**src/rtl/comparador_secuencial.sv**
```systemverilog
// comparador_secuencial: sequential K-bit unsigned comparator, one M-bit digit
// per clock. It runs MSB-first with early exit, or LSB-first over every digit.
// Results are registered and presented with a one-cycle valido pulse.
module comparador_secuencial #(
  parameter  int K = 4,
  parameter  int M = 1,
  localparam int D = (M >= 1) ? K / M : 1,
  localparam int C = $clog2(D) + 1
) (
  input  logic         clk,
  input  logic         reset,
  input  logic         inicio,
  input  logic         modo,
  input  logic [K-1:0] A,
  input  logic [K-1:0] B,
  output logic         listo,
  output logic         valido,
  output logic         MAYOR,
  output logic         IGUAL,
  output logic         MENOR,
  output logic         Z,
  output logic [C-1:0] PASOS
);

  generate
    if (M < 1 || (K % M) != 0) begin : g_param_error
      $error("comparador_secuencial: M must be >= 1 and divide K");
    end
  endgenerate

  typedef enum logic [1:0] {REPOSO, COMPARA, FIN} estado_t;
  typedef enum logic [1:0] {RES_IGUAL, RES_MAYOR, RES_MENOR} resultado_t;

  localparam logic [C-1:0] ULTIMO = C'(D - 1);

  estado_t    estado, estado_sig;
  logic [K-1:0] reg_a, reg_b;
  logic         reg_modo;
  resultado_t   parcial, parcial_sig;
  logic [C-1:0] contador;
  logic [M-1:0] dig_a, dig_b;
  logic         fin_compara;

  // State register
  always_ff @(posedge clk) begin
    if (reset) estado <= REPOSO;
    else       estado <= estado_sig;
  end

  // Digit selection, partial-result update and termination condition.
  // In MSB-first mode the partial result stays "equal" until the first
  // differing digit, so a single update rule serves both directions.
  always_comb begin
    dig_a       = reg_modo ? reg_a[M-1:0] : reg_a[K-1 -: M];
    dig_b       = reg_modo ? reg_b[M-1:0] : reg_b[K-1 -: M];
    parcial_sig = parcial;
    if (dig_a > dig_b)      parcial_sig = RES_MAYOR;
    else if (dig_a < dig_b) parcial_sig = RES_MENOR;
    fin_compara = (contador == ULTIMO) || (!reg_modo && (dig_a != dig_b));
  end

  // Next-state logic
  always_comb begin
    estado_sig = estado;
    case (estado)
      REPOSO:  if (inicio) estado_sig = COMPARA;
      COMPARA: if (fin_compara) estado_sig = FIN;
      FIN:     estado_sig = REPOSO;
      default: estado_sig = REPOSO;
    endcase
  end

  // Handshake outputs decoded from the state
  always_comb begin
    listo  = (estado == REPOSO);
    valido = (estado == FIN);
  end

  // Datapath: operand capture, digit shifting, counting and result registers
  always_ff @(posedge clk) begin
    if (reset) begin
      reg_a    <= '0;
      reg_b    <= '0;
      reg_modo <= 1'b0;
      parcial  <= RES_IGUAL;
      contador <= '0;
      MAYOR    <= 1'b0;
      IGUAL    <= 1'b0;
      MENOR    <= 1'b0;
      PASOS    <= '0;
    end else begin
      case (estado)
        REPOSO: begin
          if (inicio) begin
            reg_a    <= A;
            reg_b    <= B;
            reg_modo <= modo;
            parcial  <= RES_IGUAL;
            contador <= '0;
          end
        end
        COMPARA: begin
          if (reg_modo) begin
            reg_a <= reg_a >> M;
            reg_b <= reg_b >> M;
          end else begin
            reg_a <= reg_a << M;
            reg_b <= reg_b << M;
          end
          parcial  <= parcial_sig;
          contador <= contador + C'(1);
          if (fin_compara) begin
            MAYOR <= (parcial_sig == RES_MAYOR);
            IGUAL <= (parcial_sig == RES_IGUAL);
            MENOR <= (parcial_sig == RES_MENOR);
            PASOS <= contador + C'(1);
          end
        end
        default: ;
      endcase
    end
  end

  assign Z = MAYOR;

endmodule

```
**config.mk**
```make
export PLATFORM = sky130hd
export DESIGN_NAME = comparador_secuencial
export DESIGN_NICKNAME = d
export VERILOG_FILES = /design/src/rtl/comparador_secuencial.sv
export SDC_FILE = /design/constraint.sdc
export NUM_CORES = 1
export LEC_CHECK = 0
export ABC_AREA = 1
export CAP_MARGIN = 20
export CORE_MARGIN = 10
export CORE_UTILIZATION = 55
export CTS_BUF_LIST = sky130_fd_sc_hd__clkbuf_4
export DETAILED_ROUTE_END_ITERATION = 16
export GPL_ROUTABILITY_DRIVEN = 0
export HOLD_SLACK_MARGIN = 0.12
export PLACE_DENSITY_LB_ADDON = 0.1
export SETUP_SLACK_MARGIN = 0.1
export SYNTH_ARGS = -nofsm -noshare
export SYNTH_HDL_FRONTEND = slang
export SYNTH_SLANG_ARGS = --single-unit
```
**constraint.sdc**
```tcl
create_clock -name clk -period 2.8 [get_ports clk]
set_clock_uncertainty 0.05 [all_clocks]
set_input_delay 0.42 -clock clk [delete_from_list [all_inputs] [get_ports clk]]
set_output_delay 0.42 -clock clk [all_outputs]
set_load 0.01 [all_outputs]
```
Yosys cells after proc, flatten, opt, wreduce, memory -nomap -nowiden
Cells that the tools add are included.

operators by class
  $add $sub $neg = 1
  multipliers = 0
  divide/modulo/power cells = 0
  $lt $le $gt $ge = 2
  equal/unequal tests = 8
  shift-type cells = 0
  muxes and demuxes = 17
  bitwise gates (word level) = 0
  reductions and logical operators = 10

operators by type and width
  operator               number
  $mux W4                4
  $pmux W4 S2            2
  $mux W2                5
  $pmux W2 S2            2
  $reduce_and A2 Y1      4
  $pmux W3 S2            1
  $eq A2 B1 Y1 const B   2
  $eq A2 B2 Y1 const B   2
  $logic_not A2 Y1       2
  $ne A2 B2 Y1 const B   2
  $add A3 B1 Y3 const B  1
  $eq A3 B2 Y1 const B   1
  $mux W3                1
  $mux W1                2
  $reduce_bool A2 Y1     1
  $gt A1 B1 Y1           1
  $logic_and A1 B1 Y1    1
  $logic_not A1 Y1       1
  $logic_or A1 B1 Y1     1
  $lt A1 B1 Y1           1
  $ne A1 B1 Y1           1

storage, ports and cells
  register bits = 22
  latch bits = 0
  RAM bits = 0
  ROM bits = 0
  input port bits = 12
  output and inout bits = 9
  word-level logic and storage cells = 48
  memories = 0

Logic depth before layout (Yosys ltp)
Gate-level depths: netlist of the first run.

  depth in word-level cells = 6
  gate-level depth with buffers = 10
  depth with buffers taken out = 10

Least setup slack after synthesis of the first run
No wires, ideal clock.

  path kind = register to register
  start = register reg_modo
  end = register IGUAL
  setup time = 0.116 ns
  data arrival time = 1.399 ns
  data required time = 2.634 ns
  setup slack = 1.235 ns
  stages on the path, launching flop included = 8
  path buffers = 1
  clock period less this slack = 1.565 ns
  cell sequence = dfxtp_1 buf_2 o21ai_0 ha_1 o21bai_1 nand2_2 o21ai_0 nor2_1

between the ends
  word-level cells in the longest chain between the ends = 5
  elaborated cells between the ends (all ways) = 12
  those cells by class = 2 x order compare; 1 x eq/ne; 4 x mux; 5 x reduce/logical

ends and longest elaborated chain
  element                                                RTL line  source
  start, declared                                        38        logic reg_modo;
  start signal, assigned                                 97        reg_modo <= modo;
  $mux W1, on equally long branches                      54, 55
  $lt A1 B1 Y1 or $ne A1 B1 Y1 (tied branches)           58, 59
  $mux W2 or $logic_and A1 B1 Y1 (tied branches)         58, 59
  $mux W2 or $logic_or A1 B1 Y1 (tied branches)          57, 59
  $logic_not A2 Y1 or $reduce_and A2 Y1 (tied branches)  -
  end signal, assigned                                   114       IGUAL <= (parcial_sig == RES_IGUAL);
  end, declared                                          19        output logic IGUAL,

Several ways; a longest one is shown, not always the timed one.
A chain may end at the register's enable or synchronous reset.

Final worst setup path of the first run
  start = register reg_modo
  end = register PASOS[2]

between the ends
  word-level cells in the longest chain between the ends = 5
  elaborated cells between the ends (all ways) = 7
  those cells by class = 1 x eq/ne; 2 x mux; 4 x reduce/logical

ends and longest elaborated chain
  element                            RTL line  source
  $mux W1, on equally long branches  54, 55
  $ne A1 B1 Y1                       59        fin_compara = (contador == ULTIMO) || (!reg_modo && (dig_a != dig_b));
  $logic_and A1 B1 Y1 *              59
  $logic_or A1 B1 Y1 *               59
  $reduce_and A2 Y1 (no line) *      -
  end signal, assigned               116       PASOS <= contador + C'(1);
  end, declared                      22        output logic [C-1:0] PASOS

Mark *: on every way between the ends. The rest lies on a longest branch, timed or not.

==> results of run 1 <==
==> kinds of logic after synthesis <==
logic type,share of synthesized area (%)
fa+ha+maj,3.345
simple gates,29.77
flops,39.24
compound gates,16.16
buf+inv,11.48
==> worst max-delay path, stage by stage, from the launching register on <==
cell and delay, ps:
dfxtp_1 570, inv_1 200, nand2_1 90, o21ai_0 80
ha_1 360, nor2_1 110, nor2_1 80, nor2_4 150
nand2_1 90, o21ai_0 130
==> final cells by class <==
| class | instances | share of cell area (%) |
|---|---|---|
| well taps | 27 | 2.507 |
| repair buffers | 21 | 15.41 |
| clock buffers | 3 | 1.671 |
| flip-flops and latches | 22 | 32.68 |
| inverters | 23 | 6.407 |
| multi-input cells | 114 | 41.04 |
| clock inverters | 1 | 0.2786 |
==> layer usage <==
metal / part of all wire [%] / up-vias / track usage [%]
li1: - / 552 / -
met3: 5.9 / 4 / 3.559
met4: 1.3 / 0 / 6.684
met1: 41 / 450 / 12.11
met5: 0 / - / 0
met2: 52 / 26 / 21.10
==> how the worst min path moves through the flow <==
| stage | start | endpoint | slack [ps] | depth (start not counted) |
|---|---|---|---|---|
| floorplan | contador[1] | contador[1] | 390 | 2 |
| finish | contador[1] | contador[1] | 430 | 2 |
| CTS | contador[1] | contador[1] | 430 | 2 |
| global placement | contador[2] | contador[2] | 410 | 2 |
| global route | contador[2] | contador[2] | 460 | 2 |
| detailed placement | contador[1] | contador[1] | 410 | 2 |
==> stage by stage <==
stage / worst slack (ps) / utilization, % / power [mW] / instances / cell area (um^2)
final: 823.6 / 69.39 / 0.8216 / 211 / 1348
after floorplan: 1235 / - / 0.6071 / 165 / 1122
after global routing: 578.1 / 69.39 / 0.8850 / 211 / 1348
after CTS: 834.4 / 69.39 / 0.8317 / 211 / 1348
after detailed placement: 856.9 / 68.04 / 0.6865 / 207 / 1321
after global placement: 891.7 / 68.04 / 0.6777 / 207 / 1321
==> synth_stat cells <==
| master | instances |
|---|---|
| nand2_1 | 48 |
| dfxtp_1 | 22 |
| inv_1 | 21 |
| nor2_1 | 18 |
| o21ai_0 | 13 |
| a21oi_1 | 12 |
| nand3_1 | 8 |
| o21ai_2 | 4 |
| ha_1 | 3 |
| buf_6 | 2 |
| clkbuf_1 | 2 |
| inv_2 | 2 |
| nor2_4 | 2 |
| a21oi_2 | 1 |
| buf_2 | 1 |
| buf_4 | 1 |
| nand2_2 | 1 |
| nand2_4 | 1 |
| o21ai_1 | 1 |
| o21bai_1 | 1 |
| or2_2 | 1 |
==> flip-flops by register name, summed over array words and instances, names as in the netlist <==
signal	flops
reg_a	4
reg_b	4
PASOS	3
contador	3
estado	2
parcial	2
IGUAL	1
MAYOR	1
MENOR	1
reg_modo	1
==> power by group through the flow <==
stage          logic, mW  registers, mW  clock network, mW
2_1_floorplan      0.223          0.385                  0
3_3_place_gp       0.288          0.390                  0
3_5_place_dp       0.296          0.390                  0
4_1_cts            0.297          0.383              0.152
5_1_grt            0.334          0.389              0.162
6_report           0.294          0.384              0.144
==> cell usage in the layout, fill, tap and decap left out, types with 2 or more instances in the layout <==
master           Yosys  layout
dfxtp_1             22      22
o21ai_2              4       4
inv_1               21      21
nor2_1              18      18
a21oi_1             12      12
nor2_4               2       2
clkbuf_4             0       3
ha_1                 3       3
nand3_1              8       8
clkdlybuf4s50_1      0      20
o21ai_0             13      13
inv_2                2       2
nand2_1             48      48
==> impl_metrics.csv, run 1 <==
group,metric,value,unit
final_layout,nFillCells,190,
min_path,hold_class,"reg2reg",
place,io_buffers,20,
cts,cts_setup_buffers,0,
routing,viasPerCell,4.891,
logic_synthesis,syn_nets,180,
floorplanning,die_x,65.17,um
logic_synthesis,synth.largest_area_cell,"dfxtp_1",
floorplanning,initial_core_util,57.80,%
floorplanning,dieArea,0.004247,mm^2
floorplanning,core,0.001942,mm^2
cts,cts_hold_buf,0,
routing,drc,0,
critical_path,crit_path_max_fanout,13,
routing,avgRoutedWirePerCell,11.37,um
pwr,p_leak,0.5982,nW
logic_synthesis,synth_top_cell_area_share,39.24,%
critical_path,r2r_cells,9,
routing,detail-route-antenna-nets,0,
sta,drv_slew,0,
global_routing,grt_first_pass_wirelength,4.077,mm
logic_synthesis,ys_seq_area_share,39.24,%
critical_path,worstSetupStartpoint,"reg_modo",
routing,wl,2.399,mm
final_layout,n_antenna_cell,0,
routing,drt_iter0_markers,27,
routing,num_vias,1032,
cts,cts_buffers,3,
routing,firstDrtPassIters,4,
final_layout,final_nets,200,
final_layout,multiInputGateArea,553.0,um^2
critical_path,path_class,"reg2reg",
critical_path,r2r-end,"PASOS[2]",
logic_synthesis,yosys-top-cells-area,"dfxtp_1 39%, nand2_1 16%, inv_1 7.0%",
pwr,p_clk_share,17.6,%
pwr,p_comb_share,35.8,%
final_layout,regArea,440.4,um^2
sta,finalHoldViolCount,0,
global_routing,grt_pass1_vias,964,
run,max_cap_violations,0,
pwr,power_frac_seq,46.7,%
sta,fin_setup_tns,0,ps
cts,cts_resized,0,
final_layout,area_delta_synth_final,20.07,%
pwr,ir_drop,0.3591,mV
pwr,p_int,0.5210,mW
logic_synthesis,synth_area_per_cell,6.802,um^2
cts,clock-sinks,22,
pwr,power.switching,0.3006,mW
cts,cts.htree.levels,1,
logic_synthesis,synth.ff_latch_count,22,
sta,slew_headroom,67.49,%
sta,fin_crit,1976,ps
sta,finalSetupViolCount,0,
sta,fin_crit_sh,70.59,%
global_routing,antenna_found_initial,0,
critical_path,r2r_start,"reg_modo",
cts,root_buffer,"clkbuf_4",
sta,tightestPinTransition,486.2,ps
final_layout,drive_gt1_share,8.696,%
pwr,switching_share,36.59,%
logic_synthesis,synth_warnings,0,
cts,clk_latency,300,ps
floorplanning,fp-row-count,16,
floorplanning,io_pins,21,
global_routing,grt_max_degree,17,
floorplanning,die_height,65.17,um
critical_path,startpoint_type,"flip-flop",
run_status,status,"complete, no violations",
critical_path,setup.worst_path.end,"PASOS[2]",
critical_path,cp.required,3000,ps
logic_synthesis,syn_inst,165,
logic_synthesis,syn-cell-area,0.001122,mm^2
critical_path,cp.arrival,2170,ps
critical_path,cp-end-kind,"flip-flop",
logic_synthesis,synth_cell_types,21,
sta,fmax,506.0,MHz
critical_path,regToRegSetupSlack,820,ps
pwr,power_density,609.7,mW/mm^2
sta,hold_ws,429.6,ps
cts,ctsLongestPathBuffers,2,
cts,cts_tree,"yes",
global_routing,grt.total_usage,11.88,%
place,place_hpwl,1.886,mm
cts,clk_pin_slew_worst_paths,120,ps
sta,rsz0062_at_grt,"no",
global_routing,grt-ovfl-total,0,
Power figures use the tool's default switching activity.
==> run 2: changes to the inputs <==
--- a/config.mk
+++ b/config.mk
@@ -8,7 +8,7 @@
 export ABC_AREA = 1
 export CAP_MARGIN = 20
 export CORE_MARGIN = 10
-export CORE_UTILIZATION = 55
+export CORE_UTILIZATION = 48
 export CTS_BUF_LIST = sky130_fd_sc_hd__clkbuf_4
 export DETAILED_ROUTE_END_ITERATION = 16
 export GPL_ROUTABILITY_DRIVEN = 0
==> constraint.sdc (replaced) <==
create_clock -name clk -period 1.6 [get_ports clk]
set_clock_uncertainty 0.05 [all_clocks]
set_input_delay 0.24 -clock clk [delete_from_list [all_inputs] [get_ports clk]]
set_output_delay 0.24 -clock clk [all_outputs]
set_load 0.01 [all_outputs]
==> run 2 against run 1 <==
Setup slack got worse by 700 ps. Combinational power increased by 110%. Register-to-register slack lost 700 ps. Core utilization shrank 4.3 points. Clock power increased by 81%. Final cell count rose by 2.8%. Via count up 5.7%. Sequential power increased by 74%. Largest cell class unchanged. Highest routed layer unchanged.
==> impl_metrics.csv, run 2 (synthesis results as in run 1) <==
group,metric,value,unit
pwr,power_density,1068,mW/mm^2
min_path,hold_class,"reg2reg",
final_layout,drive_gt1_share,21.16,%
critical_path,critical_path_buf_inv_count,1,
global_routing,grt_first_pass_wirelength,4.526,mm
routing,detail-route-antenna-nets,0,
critical_path,crit_path_max_fanout,5,
global_routing,antenna_found_initial,0,
routing,firstDrtPassIters,4,
routing,avgRoutedWirePerCell,12.18,um
sta,fmax,679.1,MHz
global_routing,grt.total_usage,12.18,%
critical_path,regToRegSetupSlack,130,ps
cts,root_buffer,"clkbuf_4",
sta,slew_headroom,75.56,%
sta,tightestPinTransition,366.1,ps
sta,fin_setup_tns,0,ps
sta,finalSetupViolCount,0,
critical_path,path_class,"reg2reg",
critical_path,cp.arrival,1670,ps
cts,cts_hold_buf,0,
sta,rsz0062_at_grt,"yes",
cts,clk_latency,310,ps
sta,fin_crit,1473,ps
place,io_buffers,20,
final_layout,n_antenna_cell,0,
final_layout,fin_area,0.001440,mm^2
routing,viasPerCell,5.028,
place,placed_cell_area,0.001354,mm^2
run,max_cap_violations,0,
critical_path,cp-end-kind,"flip-flop",
sta,fin_crit_sh,92.04,%
floorplanning,die_x,68.36,um
critical_path,cp.required,1800,ps
final_layout,top_regs,"reg_a (4), reg_b (4)",
critical_path,startpoint_type,"flip-flop",
sta,finalHoldViolCount,0,
final_layout,area_delta_synth_final,28.32,%
floorplanning,core,0.002212,mm^2
floorplanning,initial_core_util,50.74,%
global_routing,grt-ovfl-total,0,
global_routing,grt_pass1_vias,1077,
cts,cts.htree.levels,1,
place,place_hpwl,1.952,mm
critical_path,cp_slowest_stage_delay,400,ps
critical_path,path_cells,"inv_2, nand2_1, o21ai_2, ha_4, nand2_1, o21ai_0, nand2_1, a21oi_2",
run_status,status,"complete, no violations",
cts,clock-sinks,22,
cts,clk_pin_slew_worst_paths,130,ps
routing,num_vias,1091,
global_routing,grt_max_degree,17,
sta,drv_slew,0,
critical_path,cp_common_cell,"nand2_1",
cts,cts_tree,"yes",
pwr,p_leak,0.6776,nW
cts,ctsLongestPathBuffers,2,
pwr,ir_drop,0.5639,mV
routing,drc,0,
routing,drt_iter0_markers,48,
floorplanning,io_pins,21,
routing,wl,2.643,mm
critical_path,cp_slowest_cell,"dfxtp_4",
critical_path,cp_top_family,"flip-flops",
final_layout,final_nets,205,
floorplanning,fp-row-count,17,
floorplanning,die_height,68.36,um
final_layout,final_common_cell,"nand2_1",
floorplanning,dieArea,0.004672,mm^2
final_layout,final_cell_mix,"44 x nand2_1, 20 x dfxtp_1, 20 x inv_1",
cts,cts_buffers,3,
## run 2: final cells by class
type | count | area (um^2)
fillers | 213 | 772.0
well taps | 28 | 35.03
flip-flops and latches | 22 | 445.4
clock inverters | 1 | 3.754
repair buffers | 26 | 235.2
clock buffers | 3 | 22.52
inverters | 23 | 86.33
multi-input cells | 114 | 611.8
## run 2: worst reg2reg max path, delay by kind of cell, from the launching register on
kind                       cells  cell delay (ps)
AOI/OAI and AO/OA              3              360
DFF                            1              400
and+or+nand+nor                3              260
adders and majority gates      1              300
buffers and inverters          1               50
## run 2: report_power, final
group | leakage [nW] | switching (mW) | total (mW) | internal, mW
clock | 0.0154 | 0.170 | 0.261 | 0.0911
combinational | 0.481 | 0.369 | 0.609 | 0.241
sequential | 0.181 | 0.0492 | 0.668 | 0.619
total | 0.678 | 0.587 | 1.54 | 0.951
## run 2: what timing repair did
action / 4_1_cts / 5_1_grt
setup buffers: 1 / 0
hold endpoints to repair: 0 / 0
setup endpoints to repair: 15 / 12
resized for setup: 15 / 14
cloned: 0 / 0
pin swaps: 5 / 9
## run 2: metrics by stage
step                      std cells  total power, mW  util [%]  worst slack, ps  hold WS [ps]
after floorplan                 165            1.072         -            80.89         334.9
after detailed placement        212            1.226     61.20            28.15         411.2
after CTS                       217            1.499     62.95            16.38         428.7
after global routing            217            1.658     65.10            44.89         458.4
final                           217            1.538     65.10            127.4         430.7
after global placement          212            1.211     61.20            81.04         403.7
## run 2: metal layers
metal | global-route usage, % | wire, um | up-vias
met4 | 6.784 | 36 | 0
met3 | 2.773 | 124 | 5
li1 | - | - | 562
met5 | 0 | 0 | -
met1 | 13.64 | 1165 | 500
met2 | 20.81 | 1316 | 24
## run 2: worst paths after layout
check | from | cells after the start | endpoint
worst min register to register | contador[1] | 2 | contador[1]
worst min-delay path | contador[1] | 2 | contador[1]
worst max-delay path | reg_modo | 8 | MENOR
worst max register to register | reg_modo | 8 | MENOR
